[src/rtl/disp_pkg.sv]
// disp_pkg: shared constants and helpers for the display channel mux
package disp_pkg;
  localparam int DIGIT_W = 4;
  localparam int DWELL_DEF = 50_000_000;
  localparam int LONG_PRESS_DEF = 50_000_000;
  function automatic int chan_w(input int n);
    return (n > 2) ? $clog2(n) : 1;
  endfunction
endpackage

[src/rtl/disp_press.sv]
// disp_press: button rise detector and short/long press classifier.
// Long-press timing exists only when DISP_AUTOROTATE_EN is defined.
module disp_press import disp_pkg::*; #(
  parameter int LONG_PRESS = LONG_PRESS_DEF
) (
  input  logic clk,
  input  logic rst,
  input  logic btn,
  output logic rise,
  output logic short_press,
  output logic long_press
);
  logic btn_q, armed;
  // armed stays low until btn is seen released, so a press held through reset is ignored
  always_ff @(posedge clk or negedge rst)
    if (!rst) begin
      btn_q <= 1'b0;
      armed <= 1'b0;
    end else begin
      btn_q <= btn;
      armed <= armed | ~btn;
    end
  assign rise = btn & ~btn_q & armed;
`ifdef DISP_AUTOROTATE_EN
  localparam int PW = $clog2(LONG_PRESS + 1);
  logic [PW-1:0] cnt;
  logic sat;
  assign sat = cnt == PW'(LONG_PRESS);
  always_ff @(posedge clk or negedge rst)
    if (!rst) cnt <= '0;
    else cnt <= (btn & armed) ? (sat ? cnt : cnt + 1'b1) : '0;
  assign short_press = ~btn & btn_q & armed & ~sat;
  assign long_press = btn & armed & (cnt == PW'(LONG_PRESS - 1));
`else
  localparam int unused_long_press = LONG_PRESS;
  assign short_press = 1'b0;
  assign long_press = 1'b0;
`endif
endmodule

[src/rtl/disp_chan_mux.sv]
// disp_chan_mux: per-channel BCD snapshot bank and display selector with dp/blanking control.
// Define DISP_AUTOROTATE_EN to add long-press toggled auto-rotate on a dwell timer.
module disp_chan_mux import disp_pkg::*; #(
  parameter int NCH = 4,
  parameter int DIGITS = 4,
  parameter logic [NCH*DIGITS-1:0] DP_MASK = '0,
  parameter bit LZB = 1'b1,
  parameter int DWELL = DWELL_DEF,
  parameter int LONG_PRESS = LONG_PRESS_DEF,
  localparam int DW = DIGIT_W * DIGITS,
  localparam int CW = chan_w(NCH)
) (
  input  logic              clk,
  input  logic              rst,
  input  logic              btn,
  input  logic              hold,
  input  logic [NCH*DW-1:0] data_in,
  input  logic [NCH-1:0]    valid_in,
  output logic [DW-1:0]     dataout,
  output logic [DIGITS-1:0] dp,
  output logic [DIGITS-1:0] turn_off,
  output logic [CW-1:0]     chan,
  output logic              chan_stb,
  output logic              auto
);
  logic [DW-1:0] snap [NCH];
  logic seen [NCH];
  logic [DIGITS-1:0] dp_tab [NCH];
  logic rise, short_press, long_press, adv;
  disp_press #(.LONG_PRESS(LONG_PRESS)) u_press (
    .clk(clk), .rst(rst), .btn(btn),
    .rise(rise), .short_press(short_press), .long_press(long_press)
  );
  for (genvar c = 0; c < NCH; c++) begin : g_snap
    assign dp_tab[c] = DP_MASK[c*DIGITS +: DIGITS];
    always_ff @(posedge clk or negedge rst)
      if (!rst) begin
        snap[c] <= '0;
        seen[c] <= 1'b0;
      end else if (valid_in[c]) begin
        snap[c] <= data_in[c*DW +: DW];
        seen[c] <= 1'b1;
      end
  end
`ifdef DISP_AUTOROTATE_EN
  localparam int TW = $clog2(DWELL);
  logic [TW-1:0] dwell;
  logic expire, unused_rise;
  assign unused_rise = rise;
  assign expire = auto & (dwell == TW'(DWELL - 1));
  assign adv = short_press | expire;
  always_ff @(posedge clk or negedge rst)
    if (!rst) begin
      dwell <= '0;
      auto <= 1'b0;
    end else begin
      dwell <= (~auto | short_press | long_press | expire) ? '0 : dwell + 1'b1;
      auto <= auto ^ long_press;
    end
`else
  localparam int unused_dwell = DWELL;
  logic unused_press;
  assign unused_press = short_press | long_press;
  assign adv = rise;
  assign auto = 1'b0;
`endif
  always_ff @(posedge clk or negedge rst)
    if (!rst) begin
      chan <= '0;
      chan_stb <= 1'b0;
    end else begin
      chan_stb <= adv;
      if (adv) chan <= (chan == CW'(NCH - 1)) ? '0 : chan + 1'b1;
    end
  logic [DW-1:0] cur;
  logic [DIGITS-1:0] dp_c, lz;
  logic [DIGITS-1:1] zero;
  assign cur = snap[chan];
  assign dp_c = dp_tab[chan];
  assign lz[0] = 1'b0;
  // a digit is blankable only if it and every digit above it is zero without a dp
  for (genvar g = 1; g < DIGITS; g++) begin : g_lz
    assign zero[g] = (cur[g*DIGIT_W +: DIGIT_W] == '0) & ~dp_c[g];
    assign lz[g] = LZB & (&zero[DIGITS-1:g]);
  end
  always_ff @(posedge clk or negedge rst)
    if (!rst) begin
      dataout <= '0;
      dp <= '0;
      turn_off <= '1;
    end else if (!hold) begin
      dataout <= cur;
      dp <= dp_c;
      turn_off <= seen[chan] ? lz : '1;
    end
endmodule

[config.mk]
export PLATFORM = sky130hd
export DESIGN_NAME = disp_chan_mux
export DESIGN_NICKNAME = d
export VERILOG_FILES = /design/src/rtl/disp_pkg.sv /design/src/rtl/disp_press.sv /design/src/rtl/disp_chan_mux.sv
export SDC_FILE = /design/constraint.sdc
export NUM_CORES = 1
export LEC_CHECK = 0
export ABC_CLOCK_PERIOD_IN_PS = 3200
export CAP_MARGIN = 0
export CORE_MARGIN = 5
export CORE_UTILIZATION = 53
export CTS_CLUSTER_DIAMETER = 200
export DETAILED_ROUTE_END_ITERATION = 10
export PLACE_DENSITY = 0.83
export SYNTH_ARGS = -nofsm -noshare
export SYNTH_HDL_FRONTEND = slang
export SYNTH_SLANG_ARGS = --single-unit
[constraint.sdc]
create_clock -name clk -period 3.2 [get_ports clk]
set_input_delay 0.64 -clock clk [delete_from_list [all_inputs] [get_ports clk]]
set_output_delay 0.64 -clock clk [all_outputs]
set_load 0.005 [all_outputs]
==> results of run 1 <==
==> where the power goes <==
part	leakage, nW	total [mW]	internal [mW]	switching (mW)
Sequential	1.07	1.51	1.38	0.128
Combinational	0.931	1.06	0.673	0.386
Clock	0.0815	0.712	0.304	0.408
Total	2.08	3.28	2.36	0.922
==> critical path, cell delays in order, from the launching register on <==
cell and delay (ps):
dfrtp_1 510, buf_4 350, mux4_1 630, nor4_1 320, a21oi_1 140, a21oi_1 130
==> flip-flops by register name, summed over array words and instances (netlist names) <==
| signal | count |
|---|---|
| snap | 64 |
| dataout | 16 |
| seen | 4 |
| turn_off | 4 |
| chan | 2 |
| chan_stb | 1 |
| u_press.armed | 1 |
| u_press.btn_q | 1 |
==> Yosys cell counts (all sizes together) <==
cell	count
mux2	82
nor2	4
a21oi	4
o22ai	1
inv	4
dfrtp	89
nand2b	1
nor4	3
or2	4
ha	1
conb	1
clkbuf	8
nand2	2
dfstp	4
and2	1
mux4	17
buf	11
==> per-stage QoR <==
step	power, mW	hold WS, ps	utilization	instances
2_1_floorplan	2.12	344	-	241
3_3_place_gp	2.57	429	0.682	419
3_5_place_dp	2.61	434	0.682	419
4_1_cts	3.32	446	0.706	435
5_1_grt	3.46	465	0.706	435
6_report	3.28	438	0.706	435
==> final timing paths <==
| check | end | slack [ps] |
|---|---|---|
| setup / recovery | turn_off[2] | 1050 |
| hold / removal | chan_stb | 440 |
| setup reg to reg | turn_off[2] | 1050 |
| hold reg to reg | chan_stb | 440 |
| max in group asynchronous | turn_off[1] | 1930 |
| min in group asynchronous | u_press.btn_q | 480 |
==> per-layer routing <==
metal  part of all wire  wire length [um]  track usage  vias to the layer above
li1                   -                 -            -                     1044
met1               0.41              3390        0.239                     1206
met2               0.53              4440        0.338                       60
met3              0.044               364       0.0352                       11
met4              0.016               135       0.0771                        0
met5                  0                 0            0                        -
==> area by class of cell <==
| class | instances | area, um2 |
|---|---|---|
| clock buffers | 11 | 141 |
| well taps | 99 | 124 |
| inverters | 4 | 15.0 |
| clock inverters | 5 | 36.3 |
| fillers | 515 | 2130 |
| multi-input cells | 125 | 1510 |
| repair buffers | 98 | 968 |
| flip-flops and latches | 93 | 2330 |
==> kinds of logic (layout without fill, tap and decap cells) <==
logic type                 Yosys count  count (layout)  synth area share
muxes                               99              99             0.341
DFF                                 93              93             0.590
adders and majority gates            1               1           0.00317
buffers and inverters               23             118            0.0329
and+or+nand+nor                     15              15            0.0253
AOI/OAI and AO/OA                    5               5           0.00665
other                                1               5          0.000949
==> flow_metrics.py, run 1 <==
metrics = {
    "synthesis": {
        "syn_inst": 237,
        "ys_seq_area_frac": 0.590,
        "netlist-cell-type-count": 24,
        "synth_top_cell_by_area": "dfrtp_1",
        "synth_seq_cells": 93,
        "avgSynthCellArea_um2": 16.7,
        "yosys.area.top_type_share": 0.563,
        "synthesis.area_mm2": 0.00395,
        "synthTopCellsByArea": "dfrtp_1, mux2_2, mux4_1, mux4_2, dfstp_2",
        "ys_warn_count": 0,
    },
    "clock_tree": {
        "cts_sinks": 93,
        "cts_setup_buffers": 0,
        "cts_buffers": 9,
        "cts_resized": 0,
        "cts_tree": "yes",
        "cts.clk_slew.worst_paths_ps": 90,
        "htreeDepth": 3,
        "max-clock-path-buffers": 2,
        "cts-root-buf": "clkbuf_8",
        "cts.hold.buffers_added": 0,
        "clk_latency_ps": 350,
    },
    "detailed_routing": {
        "drc": 0,
        "drtPass1Iterations": 4,
        "drtIter0Drc": 74,
        "routed_via_density": 5.34,
        "wl_um": 8340,
        "antenna_left": 0,
        "wl_per_cell_um": 19.2,
        "route.vias.total": 2321,
    },
    "grt": {
        "grt_pass1_wl_um": 13000,
        "grt_remaining_overflow": 0,
        "grt_max_degree": 91,
        "grt_pass1_vias": 2541,
        "grt_usage": 0.194,
        "antenna_found_initial": 0,
    },
    "timing": {
        "worstMarginPinSlew_ps": 1090,
        "max_freq_ghz": 0.465,
        "final_hold_viol_count": 0,
        "fin_crit_sh": 0.672,
        "rsz0062_at_grt": "false",
        "skew_ps": 5.87,
        "slew_violations": 0,
        "max_slew_margin": 0.273,
        "tns_ps": 0,
        "setup_slack_ps": 1050,
        "setup_violations": 0,
        "fin_crit_ps": 2150,
    },
    "die": {
        "core_mm2": 0.00725,
        "ios": 100,
        "dieArea_mm2": 0.00928,
        "die_w_um": 96.4,
        "rows": 31,
        "start_util": 0.545,
        "fp.dieH_um": 96.4,
    },
    "critical_path": {
        "cp_max_fo": 15,
        "path_class": "reg -> reg",
        "endpoint_kind": "flip-flop",
        "cp_data_required_time_ps": 3470,
        "crit_arrival_ps": 2420,
        "critPathLaunch": "chan[0]",
        "rr_startpoint": "chan[0]",
        "start_kind": "flip-flop",
        "reg2regPathDepth": 5,
    },
    "cells_and_area": {
        "diodes": 0,
        "nets": 404,
        "drive_above_1_share": 0.351,
        "area_delta_synth_final_pct": 29.6,
        "final_common_cell": "clkdlybuf4s50_1",
        "finalInstanceArea_mm2": 0.00512,
        "mostFrequentLayoutCells": "clkdlybuf4s50_1, dfrtp_1, mux2_2, mux4_1, clkbuf_8",
    },
    "hold_path": {
        "hold_class": "reg -> reg",
        "hold_depth": 1,
        "hold_path_startpoint": "u_press.btn_q",
    },
    "pwr": {
        "ir_worst_vdd_mv": 0.284,
        "power_density_mw_per_mm2": 641,
        "p_leak_nw": 2.08,
    },
    "placed_design": {
        "dp_worst_setup_slack_ps": 873,
        "dp_hpwl_um": 5900,
        "gp_congestion": 0.714,
        "dpl_cell_area_mm2": 0.00494,
        "port_buffers": 94,
    },
    "status": {
        "status": "finished clean",
    },
    "run": {
        "max-cap-violations": 0,
    },
}
(Power assumes the default switching activity.)
==> run 2: changes to the inputs <==
--- a/config.mk
+++ b/config.mk
@@ -5,13 +5,13 @@
 export SDC_FILE = /design/constraint.sdc
 export NUM_CORES = 1
 export LEC_CHECK = 0
-export ABC_CLOCK_PERIOD_IN_PS = 3200
+export ABC_CLOCK_PERIOD_IN_PS = 2300
 export CAP_MARGIN = 0
 export CORE_MARGIN = 5
-export CORE_UTILIZATION = 53
+export CORE_UTILIZATION = 49
 export CTS_CLUSTER_DIAMETER = 200
 export DETAILED_ROUTE_END_ITERATION = 10
-export PLACE_DENSITY = 0.83
+export PLACE_DENSITY = 0.78
 export SYNTH_ARGS = -nofsm -noshare
 export SYNTH_HDL_FRONTEND = slang
 export SYNTH_SLANG_ARGS = --single-unit
==> constraint.sdc (replaced) <==
create_clock -name clk -period 2.3 [get_ports clk]
set_input_delay 0.46 -clock clk [delete_from_list [all_inputs] [get_ports clk]]
set_output_delay 0.46 -clock clk [all_outputs]
set_load 0.005 [all_outputs]
==> flow_metrics.py, run 2 (synthesis results as in run 1) <==
metrics = {
    "clock_tree": {
        "cts.clk_slew.worst_paths_ps": 80,
        "cts_sinks": 93,
        "cts_tree": "yes",
        "cts.hold.buffers_added": 0,
        "cts_setup_buffers": 0,
        "cts-root-buf": "clkbuf_8",
        "htreeDepth": 3,
        "cts_resized": 0,
        "clk_latency_ps": 350,
        "cts_buffers": 9,
        "max-clock-path-buffers": 2,
    },
    "cells_and_area": {
        "largest-register": "snap",
        "largest_register_ffs": 64,
        "final_common_cell": "clkdlybuf4s50_1",
        "finalNonFillerCells": 443,
        "finalInstanceArea_mm2": 0.00522,
        "drive_above_1_share": 0.364,
        "reg_top3": "snap (64), dataout (16)",
        "nets": 409,
        "diodes": 0,
        "area_delta_synth_final_pct": 32.2,
        "num-fill-cells": 559,
        "mostFrequentLayoutCells": "clkdlybuf4s50_1, dfrtp_1, mux2_2, clkbuf_8, mux4_1",
    },
    "pwr": {
        "power_density_mw_per_mm2": 906,
        "p_leak_nw": 2.14,
        "ir_worst_vdd_mv": 0.412,
    },
    "timing": {
        "setup_violations": 0,
        "fin_crit_sh": 0.862,
        "fin_crit_ps": 1980,
        "slew_violations": 0,
        "max_freq_ghz": 0.504,
        "skew_ps": 8.71,
        "final_hold_viol_count": 0,
        "setup_slack_ps": 316,
        "rsz0062_at_grt": "false",
        "tns_ps": 0,
    },
    "die": {
        "die_w_um": 99.8,
        "fp.dieH_um": 99.8,
        "core_mm2": 0.00781,
        "ios": 100,
        "start_util": 0.506,
        "dieArea_mm2": 0.00996,
        "rows": 32,
    },
    "detailed_routing": {
        "routed-wl-met2_um": 4100,
        "drc": 0,
        "routed_via_density": 5.20,
        "drtPass1Iterations": 4,
        "routed.top_layer": "met4",
        "wl_met1_um": 3680,
        "drtIter0Drc": 74,
        "met3_length_um": 365,
        "wl_per_cell_um": 18.7,
        "antenna_left": 0,
        "route.vias.total": 2305,
        "wl_um": 8300,
    },
    "placed_design": {
        "gp_congestion": 0.779,
        "dp_cells": 427,
        "dp_hpwl_um": 6020,
        "port_buffers": 94,
        "dpl_cell_area_mm2": 0.00501,
        "dp_worst_setup_slack_ps": 351,
    },
    "status": {
        "status": "finished clean",
    },
    "grt": {
        "grt_remaining_overflow": 0,
        "grt_max_degree": 56,
        "grt_usage": 0.184,
        "grt_pass1_vias": 2661,
        "grt_pass1_wl_um": 13900,
        "antenna_found_initial": 0,
    },
    "critical_path": {
        "path_class": "reg -> out",
        "critical-path-top-delay-family": "flip-flops",
        "cp_data_required_time_ps": 1840,
        "endpoint_kind": "output port",
        "crit_arrival_ps": 1520,
        "crit_slowest_cell": "dfrtp_2",
        "path_cells": "clkdlybuf4s50_1",
        "start_kind": "flip-flop",
        "critPathMaxStageDelay_ps": 590,
        "cp_max_fo": 16,
        "cp_num_buf_inv": 1,
    },
    "hold_path": {
        "hold_class": "in -> async",
    },
    "run": {
        "max-cap-violations": 0,
    },
}
## run 2: where the power goes
part | total, mW | switching (mW) | internal (mW)
Sequential | 2.15 | 0.217 | 1.93
Combinational | 1.46 | 0.495 | 0.966
Clock | 1.13 | 0.537 | 0.591
Total | 4.73 | 1.25 | 3.48
## run 2: area by class of cell
class / count / area [um2] / share of cell area
clock buffers: 13 / 169 / 0.0323
clock inverters: 3 / 42.5 / 0.00814
inverters: 4 / 15.0 / 0.00287
multi-input cells: 125 / 1510 / 0.288
flip-flops and latches: 93 / 2330 / 0.447
well taps: 102 / 128 / 0.0244
repair buffers: 103 / 1030 / 0.197
## run 2: worst reg2reg max path: stages (launching register included)
cell and delay (ps):
dfrtp_1 450, buf_12 220, mux4_1 590, nor4_1 350
a21oi_1 160, a21oi_1 140
## run 2: path summary, 6_finish.rpt
check / startpoint / to / slack [ps] / cells past startpoint
max: chan[1] / chan[1] / 320 / 1
min: rst / snap[0] / 80 / 2
max reg2reg: chan[0] / turn_off[2] / 340 / 5
min reg2reg: u_press.btn_q / chan_stb / 440 / 1
max in group asynchronous: rst / chan[1] / 1780 / 2
min in group clk: u_press.btn_q / chan_stb / 440 / 1
## run 2: stage by stage
step / utilization / hold WS (ps) / power, mW
final: 0.669 / 75.4 / 4.73
after CTS: 0.669 / 74.4 / 4.79
after global routing: 0.669 / 91.0 / 4.99
after floorplan: - / 164 / 2.95
after global placement: 0.642 / 429 / 3.61
after detailed placement: 0.642 / 431 / 3.66
## run 2: routing by layer
layer	vias up	GRT usage
met1	1175	0.240
met5	-	0
met2	60	0.299
met4	0	0.0704
li1	1057	-
met3	13	0.0438
==> run 3: changes to the inputs <==
--- a/config.mk
+++ b/config.mk
@@ -11,7 +11,7 @@
 export CORE_UTILIZATION = 49
 export CTS_CLUSTER_DIAMETER = 200
 export DETAILED_ROUTE_END_ITERATION = 10
-export PLACE_DENSITY = 0.78
+export PLACE_DENSITY = 0.91
 export SYNTH_ARGS = -nofsm -noshare
 export SYNTH_HDL_FRONTEND = slang
 export SYNTH_SLANG_ARGS = --single-unit
==> flow_metrics.py, run 3 (synthesis results as in run 1) <==
metrics = {
    "critical_path": {
        "cp_num_buf_inv": 1,
        "crit_slowest_cell": "dfrtp_1",
        "start_kind": "flip-flop",
        "critPathMaxStageDelay_ps": 750,
        "cp_max_fo": 15,
        "path_cells": "clkdlybuf4s50_1",
        "path_class": "reg -> out",
        "cp_data_required_time_ps": 1840,
        "crit_arrival_ps": 1740,
        "endpoint_kind": "output port",
        "critical-path-top-delay-family": "flip-flops",
    },
    "cells_and_area": {
        "mostFrequentLayoutCells": "clkdlybuf4s50_1, dfrtp_1, mux2_2, mux4_1, buf_4",
        "largest-register": "snap",
        "diodes": 0,
        "finalInstanceArea_mm2": 0.00525,
        "final_common_cell": "clkdlybuf4s50_1",
        "nets": 410,
        "drive_above_1_share": 0.363,
        "area_delta_synth_final_pct": 32.7,
        "reg_top3": "snap (64), dataout (16)",
        "finalNonFillerCells": 444,
        "largest_register_ffs": 64,
    },
    "pwr": {
        "p_leak_nw": 2.15,
        "power_density_mw_per_mm2": 938,
        "ir_worst_vdd_mv": 0.513,
    },
    "detailed_routing": {
        "drc": 0,
        "drtPass1Iterations": 4,
        "routed_via_density": 5.48,
        "route.vias.total": 2433,
        "wl_per_cell_um": 21.0,
        "antenna_left": 0,
        "wl_um": 9310,
        "drtIter0Drc": 104,
    },
    "timing": {
        "hold_slack_ps": 110,
        "fin_crit_ps": 2200,
        "fin_crit_sh": 0.957,
        "max_freq_ghz": 0.454,
        "setup_violations": 0,
        "final_hold_viol_count": 0,
        "setup_slack_ps": 98.4,
        "skew_ps": 12.5,
        "worstMarginPinSlew_ps": 630,
        "rsz0062_at_grt": "false",
        "tns_ps": 0,
        "max_slew_margin": 0.580,
        "slew_violations": 0,
    },
    "die": {
        "fp.dieH_um": 99.8,
        "core_mm2": 0.00781,
        "rows": 32,
        "die_w_um": 99.8,
        "ios": 100,
        "dieArea_mm2": 0.00996,
        "start_util": 0.506,
    },
    "grt": {
        "antenna_found_initial": 0,
        "grt_remaining_overflow": 0,
        "grt_pass1_wl_um": 14600,
        "grt_pass1_vias": 2709,
        "grt_usage": 0.197,
        "grt_max_degree": 50,
    },
    "placed_design": {
        "dp_cells": 428,
        "dp_hpwl_um": 6900,
        "dp_worst_setup_slack_ps": 402,
        "port_buffers": 94,
        "gp_congestion": 0.819,
        "dpl_cell_area_mm2": 0.00501,
    },
    "clock_tree": {
        "cts.clk_slew.worst_paths_ps": 80,
        "htreeDepth": 3,
        "cts_resized": 0,
        "cts-root-buf": "clkbuf_8",
        "cts_tree": "yes",
        "max-clock-path-buffers": 2,
        "clk_latency_ps": 360,
        "cts_buffers": 9,
        "cts.hold.buffers_added": 0,
        "cts_sinks": 93,
        "cts_setup_buffers": 0,
    },
    "run": {
        "max-cap-violations": 0,
    },
    "status": {
        "status": "finished clean",
    },
    "hold_path": {
        "hold_class": "in -> async",
    },
}
run 3: final cells by class:
cell class,instances,area [um2]
clock inverter,6,111
multi-input combinational,125,1510
tap,102,128
clock buffer,10,128
sequential,93,2330
inverter,4,15.0
timing repair buffer,104,1030
fill,519,2560
run 3: per-layer routing:
layer	up-vias	track usage	wire length, um
met1	1243	0.238	3590
met3	20	0.0417	602
met5	-	0	0
met4	0	0.0935	244
met2	112	0.336	4880
li1	1058	-	-
run 3: metrics by stage:
stage | utilization | power (mW)
2_1_floorplan | - | 2.95
3_3_place_gp | 0.641 | 3.59
3_5_place_dp | 0.641 | 3.68
4_1_cts | 0.672 | 4.95
5_1_grt | 0.672 | 5.13
6_report | 0.672 | 4.92
run 3: worst paths after layout:
kind	start	to	slack, ps	cells after the start
max	chan[1]	chan[1]	100	1
min	rst	snap[2]	110	1
max reg2reg	chan[0]	turn_off[1]	370	5
min reg2reg	u_press.btn_q	chan_stb	440	1
max in group asynchronous	rst	snap[46]	1520	2
min in group clk	u_press.btn_q	chan_stb	440	1
run 3: where the power goes:
group	switching, mW	internal (mW)	total [mW]
Clock	0.560	0.722	1.28
Sequential	0.227	1.93	2.15
Combinational	0.525	0.958	1.48
Total	1.31	3.61	4.92
